[src/rtl/sync_arith_unit.sv]
// rtl/sync_arith_unit.sv - registered four-op signed arithmetic unit with status flags
module sync_arith_unit #(
    parameter int N = 2,
    parameter int M = 4
) (
    input  logic         i_clk,
    input  logic         i_reset,
    input  logic [M-1:0] i_arg_A,
    input  logic [M-1:0] i_arg_B,
    input  logic [N-1:0] i_op,
    output logic [M-1:0] o_result,
    output logic [3:0]   o_status
);

    localparam logic [M-1:0] WIDTH_M = M'(M);

    logic [M+1:0] diff;
    logic         dbl_ovf;
    logic         diff_ovf;
    logic [M-1:0] one_hot;
    logic [M-2:0] mag;
    logic         a_is_min;

    logic [M-1:0] res;
    logic         err;
    logic         ovf;

    // A - 2B at M+2 bits; 2B itself only fits in M bits when B's top two bits agree
    assign diff     = {{2{i_arg_A[M-1]}}, i_arg_A} - {i_arg_B[M-1], i_arg_B, 1'b0};
    assign dbl_ovf  = i_arg_B[M-1] ^ i_arg_B[M-2];
    assign diff_ovf = !((diff[M+1] == diff[M]) && (diff[M] == diff[M-1]));

    assign one_hot  = M'(1) << i_arg_B;
    assign mag      = (~i_arg_A[M-2:0]) + (M-1)'(1);
    assign a_is_min = i_arg_A[M-1] && !(|i_arg_A[M-2:0]);

    always_comb begin
        res = '0;
        err = 1'b0;
        ovf = 1'b0;
        case (i_op[1:0])
            2'b00: begin
                if (dbl_ovf || diff_ovf) begin
                    err = 1'b1;
                    ovf = 1'b1;
                end else begin
                    res = diff[M-1:0];
                end
            end
            2'b01: begin
                res = {{(M-1){1'b0}}, ($signed(i_arg_A) < $signed(i_arg_B))};
            end
            2'b10: begin
                if (i_arg_B < WIDTH_M) res = i_arg_A & ~one_hot;
                else                   err = 1'b1;
            end
            default: begin
                if (a_is_min)          err = 1'b1;
                else if (i_arg_A[M-1]) res = {1'b1, mag};
                else                   res = i_arg_A;
            end
        endcase
    end

    always_ff @(posedge i_clk or posedge i_reset) begin
        if (i_reset) begin
            o_result <= '0;
            o_status <= 4'b0000;
        end else begin
            o_result <= res;
            o_status <= {&res, ^res, ovf, err};
        end
    end

endmodule

[config.mk]
export PLATFORM = sky130hd
export DESIGN_NAME = sync_arith_unit
export DESIGN_NICKNAME = d
export VERILOG_FILES = /design/src/rtl/sync_arith_unit.sv
export SDC_FILE = /design/constraint.sdc
export NUM_CORES = 1
export LEC_CHECK = 0
export BUFFER_PORTS_ARGS = -buffer_cell sky130_fd_sc_hd__buf_4
export CORE_ASPECT_RATIO = 0.8
export CORE_UTILIZATION = 35
export DETAILED_ROUTE_END_ITERATION = 6
export PLACE_DENSITY = 0.66
export SLEW_MARGIN = 10
export SYNTH_ARGS = -nofsm -noshare
export SYNTH_HDL_FRONTEND = slang
export SYNTH_SLANG_ARGS = --single-unit
[constraint.sdc]
create_clock -name i_clk -period 1.58 [get_ports i_clk]
set_clock_uncertainty 0.15 [all_clocks]
set_input_delay 0.158 -clock i_clk [delete_from_list [all_inputs] [get_ports i_clk]]
set_output_delay 0.158 -clock i_clk [all_outputs]
set_load 0.01 [all_outputs]
==> impl_metrics.csv, run 1 <==
group,metric,value,unit
placed_design,hpwl,1.63,mm
clocking,numCtsBuffers,3,
clocking,cts.reportedPaths.clkPinSlew,0.06,ns
sta,max_freq,0.443,GHz
sta,finalWorstSetupSlack,-0.677,ns
power_and_ir_drop,power,0.817,mW
power_and_ir_drop,swShare,33.6,%
flow_run,max-cap-violations,0,
synth,syn_area_per_cell,8.79,um^2
sta,finalSetupViolCount,8,
synth,ys_ff_latch,8,
worst_setup_path,cp_num_buf_inv,4,
worst_setup_path,cp_cell_sequence,"buf_12, inv_12, ha_4, inv_2, fa_2, xnor2_2, xnor2_2, buf_4, nor4_4, a21oi_4, o22ai_2, ha_1, xor2_1",
die,die_y,43.1,um
synth,ys_warn_count,0,
worst_setup_path,worstSetupPathType,"in2reg",
synth,ys_top_cells_by_count,"ha_1, inv_1, dfrtp_1",
placed_design,portBuffers,19,
routing,post_drt_wl_per_cell,13.5,um
power_and_ir_drop,combPwrFrac,52.1,%
synth,synth_top_area_cell,"dfrtp_1",
clocking,htreeDepth,1,
outcome,outcome,"complete, but fails checks",
clocking,clockRootBuffer,"clkbuf_4",
placed_design,placed_area,0.00114,mm^2
grt,grt_max_degree,13,
worst_setup_path,cpPeakStageDelay,0.38,ns
synth,netlist.area_leader.share,27.1,%
routing,ant_nets,0,
sta,hold_viol,0,
worst_hold_path,min-delay-path-class,"in2reg",
die,core,0.00193,mm^2
worst_setup_path,cp_data_arrival_time,2.25,ns
die,fp.dieW,53.3,um
synth,synth_nets,108,
worst_setup_path,cp-start-kind,"input pin",
synth,async_flop_share,100,%
routing,drtIter0Drc,10,
sta,max-slew-margin-rel,69.2,%
die,rows,14,
synth,ys.flop_type,"dfrtp_1",
power_and_ir_drop,sequentialPowerShare,28.5,%
synth,synthDistinctLibCells,33,
power_and_ir_drop,ir_drop,576,uV
worst_setup_path,cp_max_fo,3,
worst_setup_path,worstPathRequired,1.57,ns
synth,syn_area,738,um^2
cells_and_area,syn_to_final_growth,74.6,%
sta,tightest_slew,0.461,ns
cells_and_area,drive_above_1_share,51.5,%
die,dieArea,0.00230,mm^2
worst_setup_path,end_kind,"flip-flop",
routing,num_vias,801,
sta,rsz0062_at_grt,"true",
die,io_pins,20,
synth,ys_top_cells_by_area,"dfrtp_1, ha_1, inv_1",
grt,grt_pass1_wl,3.48,mm
sta,layout_min_cycle_time,2.26,ns
grt,grt_use_total,20.6,%
worst_setup_path,worst_path_max_delay_cell,"fa_2",
clocking,clockBufferDepth,2,
routing,dr.pass1.iters,4,
clocking,cts_tree,"done",
power_and_ir_drop,switching_power,0.275,mW
routing,via_per_inst,5.07,
power_and_ir_drop,power_frac_clock,19.3,%
power_and_ir_drop,p_leak,0.646,nW
synth,synth_edf_count,0,
power_and_ir_drop,pwr_density_cell,634,mW/mm^2
sta,finalMaxSlewViolations,0,
routing,remaining_drc_errors,0,
outcome,violations,"setup timing",
grt,grt_pass1_vias,783,
cells_and_area,fin_nets,160,
routing,drt-total-wl,2.13,mm
power_and_ir_drop,p_int,0.542,mW
placed_design,gp_congestion,0.821,
synth,yosysSeqAreaShare,27.1,%
worst_setup_path,worst_path_most_repeated_cell,"xnor2_2",
synth,syn_inst,84,
clocking,cts_sinks,8,
grt,grt_overflow_total,0,
worst_setup_path,critPathTopFamily,"adder cells",
cells_and_area,finalInstanceArea,0.00129,mm^2
cells_and_area,antennaDiodeCount,0,
sta,min_period_over_period,143,%
grt,antenna_found_initial,0,
die,initial_utilization,38.3,%
-- state kept, by name (all words and copies together), names as in the netlist --
name	count
o_result	4
o_status	4
-- layer usage --
| metal | wire length (um) | vias to the layer above | track usage [%] | share of wire, % |
|---|---|---|---|---|
| met5 | 0 | - | 0 | 0 |
| met4 | 35 | 0 | 3.16 | 1.6 |
| met3 | 69 | 4 | 3.23 | 3.2 |
| met2 | 1080 | 20 | 34.5 | 50 |
| met1 | 950 | 375 | 28.0 | 45 |
| li1 | - | 402 | - | - |
-- logic make-up after synthesis --
| logic type | Yosys count | synth area share, % |
|---|---|---|
| AO/OA/AOI/OAI | 25 | 23.2 |
| AND/OR/NAND/NOR | 23 | 16.4 |
| buffers and inverters | 12 | 6.10 |
| adder cells (fa/ha/maj) | 12 | 21.4 |
| flip-flops | 8 | 27.1 |
| XOR/XNOR | 4 | 5.76 |
-- power groups by stage --
stage | clock, mW | sequential [mW] | combinational, mW
global route | 0.179 | 0.234 | 0.462
global placement | 0 | 0.236 | 0.330
finish | 0.158 | 0.233 | 0.426
CTS | 0.164 | 0.233 | 0.395
detailed placement | 0 | 0.237 | 0.338
floorplan | 0 | 0.249 | 0.161
-- cell usage in the layout, fill, tap and decap left out, types with 2 or more instances in the layout --
master    netlist  final
a21o_1          2      2
o22ai_2         0      3
buf_4           0     44
nand3_1         2      2
clkbuf_4        0      3
a21oi_1         5      3
ha_1           11     10
nor2b_1         3      3
o21ai_0         5      4
nor4_4          0      2
buf_6           0      2
inv_1          11      9
nor2_1          4      4
dfrtp_1         8      8
xnor2_2         1      2
nand2_1         5      5
-- area by class of cell --
class                   count  area, um^2
inverters                  11        53.8
well taps                  24        30.0
fillers                   156         638
flip-flops and latches      8         200
multi-input cells          64         599
repair buffers             48         383
clock buffers               3        22.5
-- through the flow --
| stage | setup TNS [ns] | utilization (%) | instances | hold WS [ns] | setup WS, ns |
|---|---|---|---|---|---|
| 3_3_place_gp | -5.62 | 59.0 | 150 | -0.0377 | -0.980 |
| 3_5_place_dp | -6.17 | 59.0 | 150 | -0.0239 | -1.08 |
| 6_report | -2.85 | 66.9 | 158 | 0.0660 | -0.677 |
| 4_1_cts | -2.61 | 65.4 | 157 | 0.0505 | -0.645 |
| 2_1_floorplan | -3.58 | - | 84 | -0.176 | -0.757 |
| 5_1_grt | -3.34 | 66.9 | 158 | 0.0672 | -0.762 |
-- path summary, 6_finish.rpt --
check | from | end | cells after the start
max | i_arg_A[1] | o_status[2] | 13
min | i_op[1] | o_status[1] | 3
max in group asynchronous | i_reset | o_result[1] | 3
min in group asynchronous | i_reset | o_result[0] | 3
-- repair_timing --
action / CTS / global route
setup endpoints to repair: 8 / 8
hold endpoints to repair: 8 / 0
cloned: 0 / 0
gates resized for setup: 12 / 4
hold buffers: 1 / 0
buffers inserted: 3 / 1
pin swaps: 9 / 2
(Power assumes the default switching activity.)
==> run 2, diff against run 1 <==
--- a/config.mk
+++ b/config.mk
@@ -8,6 +8,7 @@
 export BUFFER_PORTS_ARGS = -buffer_cell sky130_fd_sc_hd__buf_4
 export CORE_ASPECT_RATIO = 0.8
 export CORE_UTILIZATION = 35
+export CTS_BUF_LIST = sky130_fd_sc_hd__clkbuf_8
 export DETAILED_ROUTE_END_ITERATION = 6
 export PLACE_DENSITY = 0.66
 export SLEW_MARGIN = 10
==> run 2 against run 1 <==
  * The flow still finishes with violations (setup timing)
  * Fmax fell by 1.9%
  * Combinational power barely moved
  * Power rose by 11%
  * Utilization rose by 0.97 points
  * Setup slack got worse by 0.044 ns
  * Final area rose by 1.5%
  * Worst hold slack improved by 0.028 ns
  * Critical endpoint unchanged
==> impl_metrics.csv, run 2 (synthesis results as in run 1) <==
group,metric,value,unit
outcome,outcome,"complete, but fails checks",
outcome,violations,"setup timing",
cells_and_area,finalNonFillerCells,158,
die,io_pins,20,
sta,finalSetupViolCount,8,
routing,drtIter0Drc,8,
power_and_ir_drop,power,0.908,mW
sta,hold_viol,0,
sta,min_period_over_period,146,%
placed_design,hpwl,1.63,mm
clocking,htreeDepth,1,
clocking,cts.reportedPaths.clkPinSlew,0.04,ns
grt,antenna_found_initial,0,
flow_run,max-cap-violations,0,
worst_setup_path,worstPathRequired,1.54,ns
worst_setup_path,end_kind,"flip-flop",
cells_and_area,final_cell_mix,"buf_4, ha_1, inv_1",
sta,layout_min_cycle_time,2.30,ns
routing,via_per_inst,5.12,
sta,max-slew-margin-rel,69.0,%
grt,grt_pass1_vias,807,
cells_and_area,fin_nets,160,
sta,tightest_slew,0.464,ns
power_and_ir_drop,ir_drop,720,uV
routing,drt-total-wl,2.20,mm
placed_design,portBuffers,19,
routing,remaining_drc_errors,0,
worst_setup_path,worstSetupPathType,"in2reg",
sta,rsz0062_at_grt,"true",
sta,tns,-3.21,ns
grt,grt_use_total,21.6,%
placed_design,place_ws,-1.08,ns
cells_and_area,final_common_cell,"buf_4",
worst_setup_path,cp_data_arrival_time,2.26,ns
clocking,numCtsBuffers,3,
grt,grt_max_degree,13,
routing,dr.pass1.iters,4,
die,die_y,43.1,um
clocking,clockRootBuffer,"clkbuf_8",
worst_setup_path,cp_max_fo,3,
power_and_ir_drop,p_leak,0.653,nW
placed_design,placed_area,0.00114,mm^2
die,fp.dieW,53.3,um
cells_and_area,drive_above_1_share,51.5,%
grt,grt_overflow_total,0,
worst_setup_path,cp-start-kind,"input pin",
cells_and_area,antennaDiodeCount,0,
placed_design,place_inst,150,
sta,max_freq,0.435,GHz
worst_hold_path,min-delay-path-class,"in2reg",
die,core,0.00193,mm^2
die,rows,14,
routing,ant_nets,0,
cells_and_area,syn_to_final_growth,77.1,%
clocking,cts_tree,"done",
cells_and_area,finalInstanceArea,0.00131,mm^2
power_and_ir_drop,pwr_density_cell,695,mW/mm^2
grt,grt_pass1_wl,3.60,mm
placed_design,gp_congestion,0.821,
sta,finalWorstSetupSlack,-0.720,ns
sta,finalMaxSlewViolations,0,
cells_and_area,largestRegisters,"o_result (4), o_status (4)",
die,dieArea,0.00230,mm^2
clocking,clockBufferDepth,2,
routing,post_drt_wl_per_cell,13.9,um
routing,num_vias,809,
cells_and_area,nFillCells,154,
clocking,cts_sinks,8,
die,initial_utilization,38.3,%
==> run 2: cell counts in the layout (fill, tap and decap cells not counted) <==
Identical to the previous run, type by type.
==> run 2: per-stage QoR <==
step                      hold WS [ns]  util (%)
after floorplan                 -0.176         -
after global placement         -0.0377      59.0
after detailed placement       -0.0239      59.0
after CTS                       0.0870      66.3
after global routing             0.102      67.9
final                           0.0944      67.9
==> run 2: per-layer routing <==
layer  part of all wire (%)  routed length (um)  track usage [%]
met2                     50                1100             37.0
met3                    3.0                  67             3.23
met1                     45                 989             28.2
met4                    1.7                  38             4.74
met5                      0                   0                0
==> run 2: report_power, final <==
part | internal [mW] | total (mW) | switching [mW] | leakage [nW]
sequential | 0.228 | 0.234 | 0.00613 | 0.105
combinational | 0.228 | 0.427 | 0.198 | 0.527
clock | 0.165 | 0.248 | 0.0824 | 0.0216
total | 0.621 | 0.908 | 0.287 | 0.653
==> run 2: path summary, 6_finish.rpt <==
| check | end | depth (start not counted) | slack [ns] | from |
|---|---|---|---|---|
| worst max-delay path | o_status[2] | 13 | -0.72 | i_arg_A[1] |
| worst min-delay path | o_status[1] | 3 | 0.09 | i_op[1] |
| min in group asynchronous | o_result[2] | 3 | 0.28 | i_reset |
| max in group asynchronous | o_result[1] | 3 | 0.77 | i_reset |
==> run 2: layout make-up <==
cell class	count	area (um^2)	share of cell area (%)
multi-input combinational	64	599	45.8
timing repair buffer	48	383	29.3
sequential	8	200	15.3
inverter	11	53.8	4.11
clock buffer	3	41.3	3.16
tap	24	30.0	2.30
==> run 2: what timing repair did <==
item                       4_1_cts  5_1_grt
pin swaps                        9        1
gates resized for setup         11        5
setup buffers                    3        1
setup endpoints to repair        8        8
hold buffers                     1        0
hold endpoints to repair         8        0
cloned                           0        0
==> run 2: critical path: stages <==
cell and delay, ns:
buf_12 0.11, inv_12 0.04, ha_4 0.12, inv_2 0.03
fa_2 0.38, xnor2_2 0.17, xnor2_2 0.14, buf_4 0.16
nor4_4 0.25, a21oi_4 0.08, o22ai_2 0.20, ha_1 0.26
xor2_1 0.16
==> run 3, diff against run 2 <==
--- a/config.mk
+++ b/config.mk
@@ -5,12 +5,13 @@
 export SDC_FILE = /design/constraint.sdc
 export NUM_CORES = 1
 export LEC_CHECK = 0
+export ABC_AREA = 1
 export BUFFER_PORTS_ARGS = -buffer_cell sky130_fd_sc_hd__buf_4
 export CORE_ASPECT_RATIO = 0.8
 export CORE_UTILIZATION = 35
 export CTS_BUF_LIST = sky130_fd_sc_hd__clkbuf_8
 export DETAILED_ROUTE_END_ITERATION = 6
-export PLACE_DENSITY = 0.66
+export PLACE_DENSITY = 0.65
 export SLEW_MARGIN = 10
 export SYNTH_ARGS = -nofsm -noshare
 export SYNTH_HDL_FRONTEND = slang
==> run 3 against run 2 <==
  * The run still ends with setup timing left
  * Combinational power barely moved
  * Synthesized cell count rose by 36%
  * First-iteration DRC count rose to 4.3 times the previous value
  * Worst hold slack improved by 0.063 ns
  * Fmax rose by 18%
  * Largest cell class unchanged
==> impl_metrics.csv, run 3 <==
group,metric,value,unit
worst_setup_path,path_depth,15,
clocking,cts_tree,"done",
die,io_pins,20,
cells_and_area,final_cell_mix,"buf_4, inv_1, nand2_1",
routing,wl_met3,133,um
power_and_ir_drop,ir_drop,621,uV
cells_and_area,finalInstanceArea,0.00139,mm^2
synth,async_flop_share,100,%
synth,syn_area,808,um^2
placed_design,hpwl,1.87,mm
worst_setup_path,cp_data_arrival_time,1.91,ns
cells_and_area,syn_to_final_growth,72.3,%
power_and_ir_drop,p_int,0.606,mW
die,core,0.00216,mm^2
routing,ant_nets,0,
power_and_ir_drop,p_leak,0.781,nW
clocking,clockBufferDepth,2,
power_and_ir_drop,switching_power,0.297,mW
outcome,outcome,"complete, but fails checks",
die,rows,15,
worst_setup_path,cp_max_fo,4,
synth,synth_top_area_cell,"dfrtp_1",
sta,max_freq,0.513,GHz
worst_hold_path,whs_path_depth,4,
sta,min_period_over_period,123,%
sta,finalWorstSetupSlack,-0.368,ns
sta,rsz0062_at_grt,"true",
die,die_y,45.0,um
outcome,violations,"setup timing",
worst_setup_path,cp_cell_sequence,"buf_8, inv_12, ha_4, inv_2, fa_2, inv_2, nand2_2, nand2_2, nand2_2, nand2_2, nand2_4, nand4_1, nand3_2, ha_4, xor2_1",
clocking,clockRootBuffer,"clkbuf_8",
routing,dr.max_layer_used,"met4",
synth,ys_ff_latch,8,
synth,ys_top_cells_by_count,"inv_1, nand2_1, nand3_1",
power_and_ir_drop,swShare,32.9,%
worst_setup_path,end_kind,"flip-flop",
flow_run,max-cap-violations,0,
worst_setup_path,worstSetupPathType,"in2reg",
grt,grt_max_degree,9,
clocking,numCtsBuffers,3,
clocking,htreeDepth,1,
cells_and_area,drive_above_1_share,49.1,%
sta,layout_min_cycle_time,1.95,ns
die,initial_utilization,37.4,%
synth,yosys.cell_count.top_type,"inv_1",
worst_setup_path,cp_num_buf_inv,4,
sta,finalMaxSlewViolations,0,
synth,synth_nets,138,
synth,ys_top_cells_by_area,"dfrtp_1, ha_1, inv_1",
cells_and_area,largestRegisters,"o_result (4), o_status (4)",
routing,drt-total-wl,2.44,mm
synth,syn_area_per_cell,7.09,um^2
cells_and_area,nFillCells,163,
power_and_ir_drop,pwr_density_cell,648,mW/mm^2
synth,synth_edf_count,0,
routing,dr.pass1.iters,4,
grt,grt_pass1_vias,974,
clocking,cts.reportedPaths.clkPinSlew,0.04,ns
routing,via_per_inst,4.93,
cells_and_area,final_common_cell,"buf_4",
die,dieArea,0.00251,mm^2
sta,tightest_slew,0.306,ns
synth,ys.flop_type,"dfrtp_1",
sta,finalSetupViolCount,6,
power_and_ir_drop,sequentialPowerShare,26.6,%
routing,wl_met2,1.17,mm
power_and_ir_drop,combPwrFrac,47.1,%
die,fp.dieW,55.7,um
cells_and_area,utilization,64.5,%
clocking,cts_sinks,8,
routing,wl_met1,1.12,mm
worst_setup_path,worst_path_most_repeated_cell,"nand2_2",
grt,grt_use_total,21.9,%
routing,remaining_drc_errors,0,
worst_setup_path,cpPeakStageDelay,0.38,ns
synth,netlist.area_leader.share,24.8,%
routing,drtIter0Drc,34,
power_and_ir_drop,power_frac_clock,26.3,%
sta,max-slew-margin-rel,79.6,%
grt,grt_pass1_wl,4.21,mm
grt,antenna_found_initial,0,
worst_setup_path,worstPathRequired,1.54,ns
placed_design,gp_congestion,0.885,
routing,num_vias,946,
routing,post_drt_wl_per_cell,12.7,um
worst_setup_path,cp-start-kind,"input pin",
sta,hold_viol,0,
worst_hold_path,min-delay-path-class,"in2reg",
placed_design,placed_area,0.00120,mm^2
worst_setup_path,critPathTopFamily,"adder cells",
placed_design,portBuffers,19,
synth,synthDistinctLibCells,19,
cells_and_area,antennaDiodeCount,0,
cells_and_area,fin_nets,193,
worst_setup_path,worst_path_max_delay_cell,"fa_2",
synth,syn_inst,114,
grt,grt_overflow_total,0,
synth,ys_warn_count,0,
synth,yosysSeqAreaShare,24.8,%
## run 3: cell types whose count changed after synthesis, moves of 3 or more
cell	change
o22ai_1	-4
o21ai_0	-4
inv_1	+11
nand2_2	+6
nor3_1	+3
nand2_1	+15
nor2_1	+6
nand4_1	+5
nand3_1	+13
nor2b_1	-3
## run 3: kinds of logic (layout without fill, tap and decap cells)
| family | count (synthesis) | after routing | synth area share [%] |
|---|---|---|---|
| compound gates | 7 | 7 | 6.35 |
| xor+xnor | 1 | 1 | 1.08 |
| fa+ha+maj | 12 | 12 | 19.5 |
| buf+inv | 23 | 76 | 10.7 |
| flops | 8 | 8 | 24.8 |
| simple gates | 63 | 63 | 37.6 |
## run 3: layout make-up
| cell class | instances | area, um^2 | share of cell area [%] |
|---|---|---|---|
| clock buffers | 3 | 41.3 | 2.96 |
| inverters | 23 | 98.8 | 7.10 |
| multi-input cells | 83 | 617 | 44.3 |
| flip-flops and latches | 8 | 200 | 14.4 |
| well taps | 25 | 31.3 | 2.25 |
| repair buffers | 50 | 404 | 29.0 |
## run 3: power by group through the flow
stage               Sequential [mW]  Clock (mW)  Combinational [mW]
floorplan                     0.253           0               0.169
global placement              0.239           0               0.340
finish                        0.240       0.238               0.425
CTS                           0.239       0.244               0.399
global route                  0.241       0.262               0.467
detailed placement            0.240           0               0.348
## run 3: what timing repair did
action / CTS / global route
pin swaps: 16 / 3
buffers inserted: 4 / 2
hold buffers: 1 / 0
endpoints found under the hold margin: 8 / 0
gates resized for setup: 18 / 5
setup endpoints to repair: 8 / 8
## run 3: path summary, 6_finish.rpt
kind | endpoint | start | slack (ns)
max in group asynchronous | o_status[1] | i_reset | 0.75
min in group asynchronous | o_status[3] | i_reset | 0.30
max | o_status[2] | i_arg_A[1] | -0.37
min | o_status[0] | i_op[0] | 0.16
## run 3: through the flow
step / setup WS, ns / setup TNS, ns / cells / hold slack, ns / power [mW]
after floorplan: -0.437 / -0.715 / 114 / -0.176 / 0.422
after global placement: -0.718 / -3.16 / 183 / -0.0341 / 0.579
after detailed placement: -0.743 / -3.44 / 183 / -0.0284 / 0.588
after CTS: -0.330 / -0.840 / 190 / 0.149 / 0.883
after global routing: -0.462 / -2.08 / 192 / 0.166 / 0.969
final: -0.368 / -1.40 / 192 / 0.158 / 0.903
## run 3: metal layers
| metal | global-route usage [%] | up-vias |
|---|---|---|
| met5 | 0 | - |
| met4 | 1.50 | 0 |
| met3 | 6.59 | 2 |
| met2 | 40.5 | 31 |
| met1 | 26.8 | 432 |
| li1 | - | 481 |
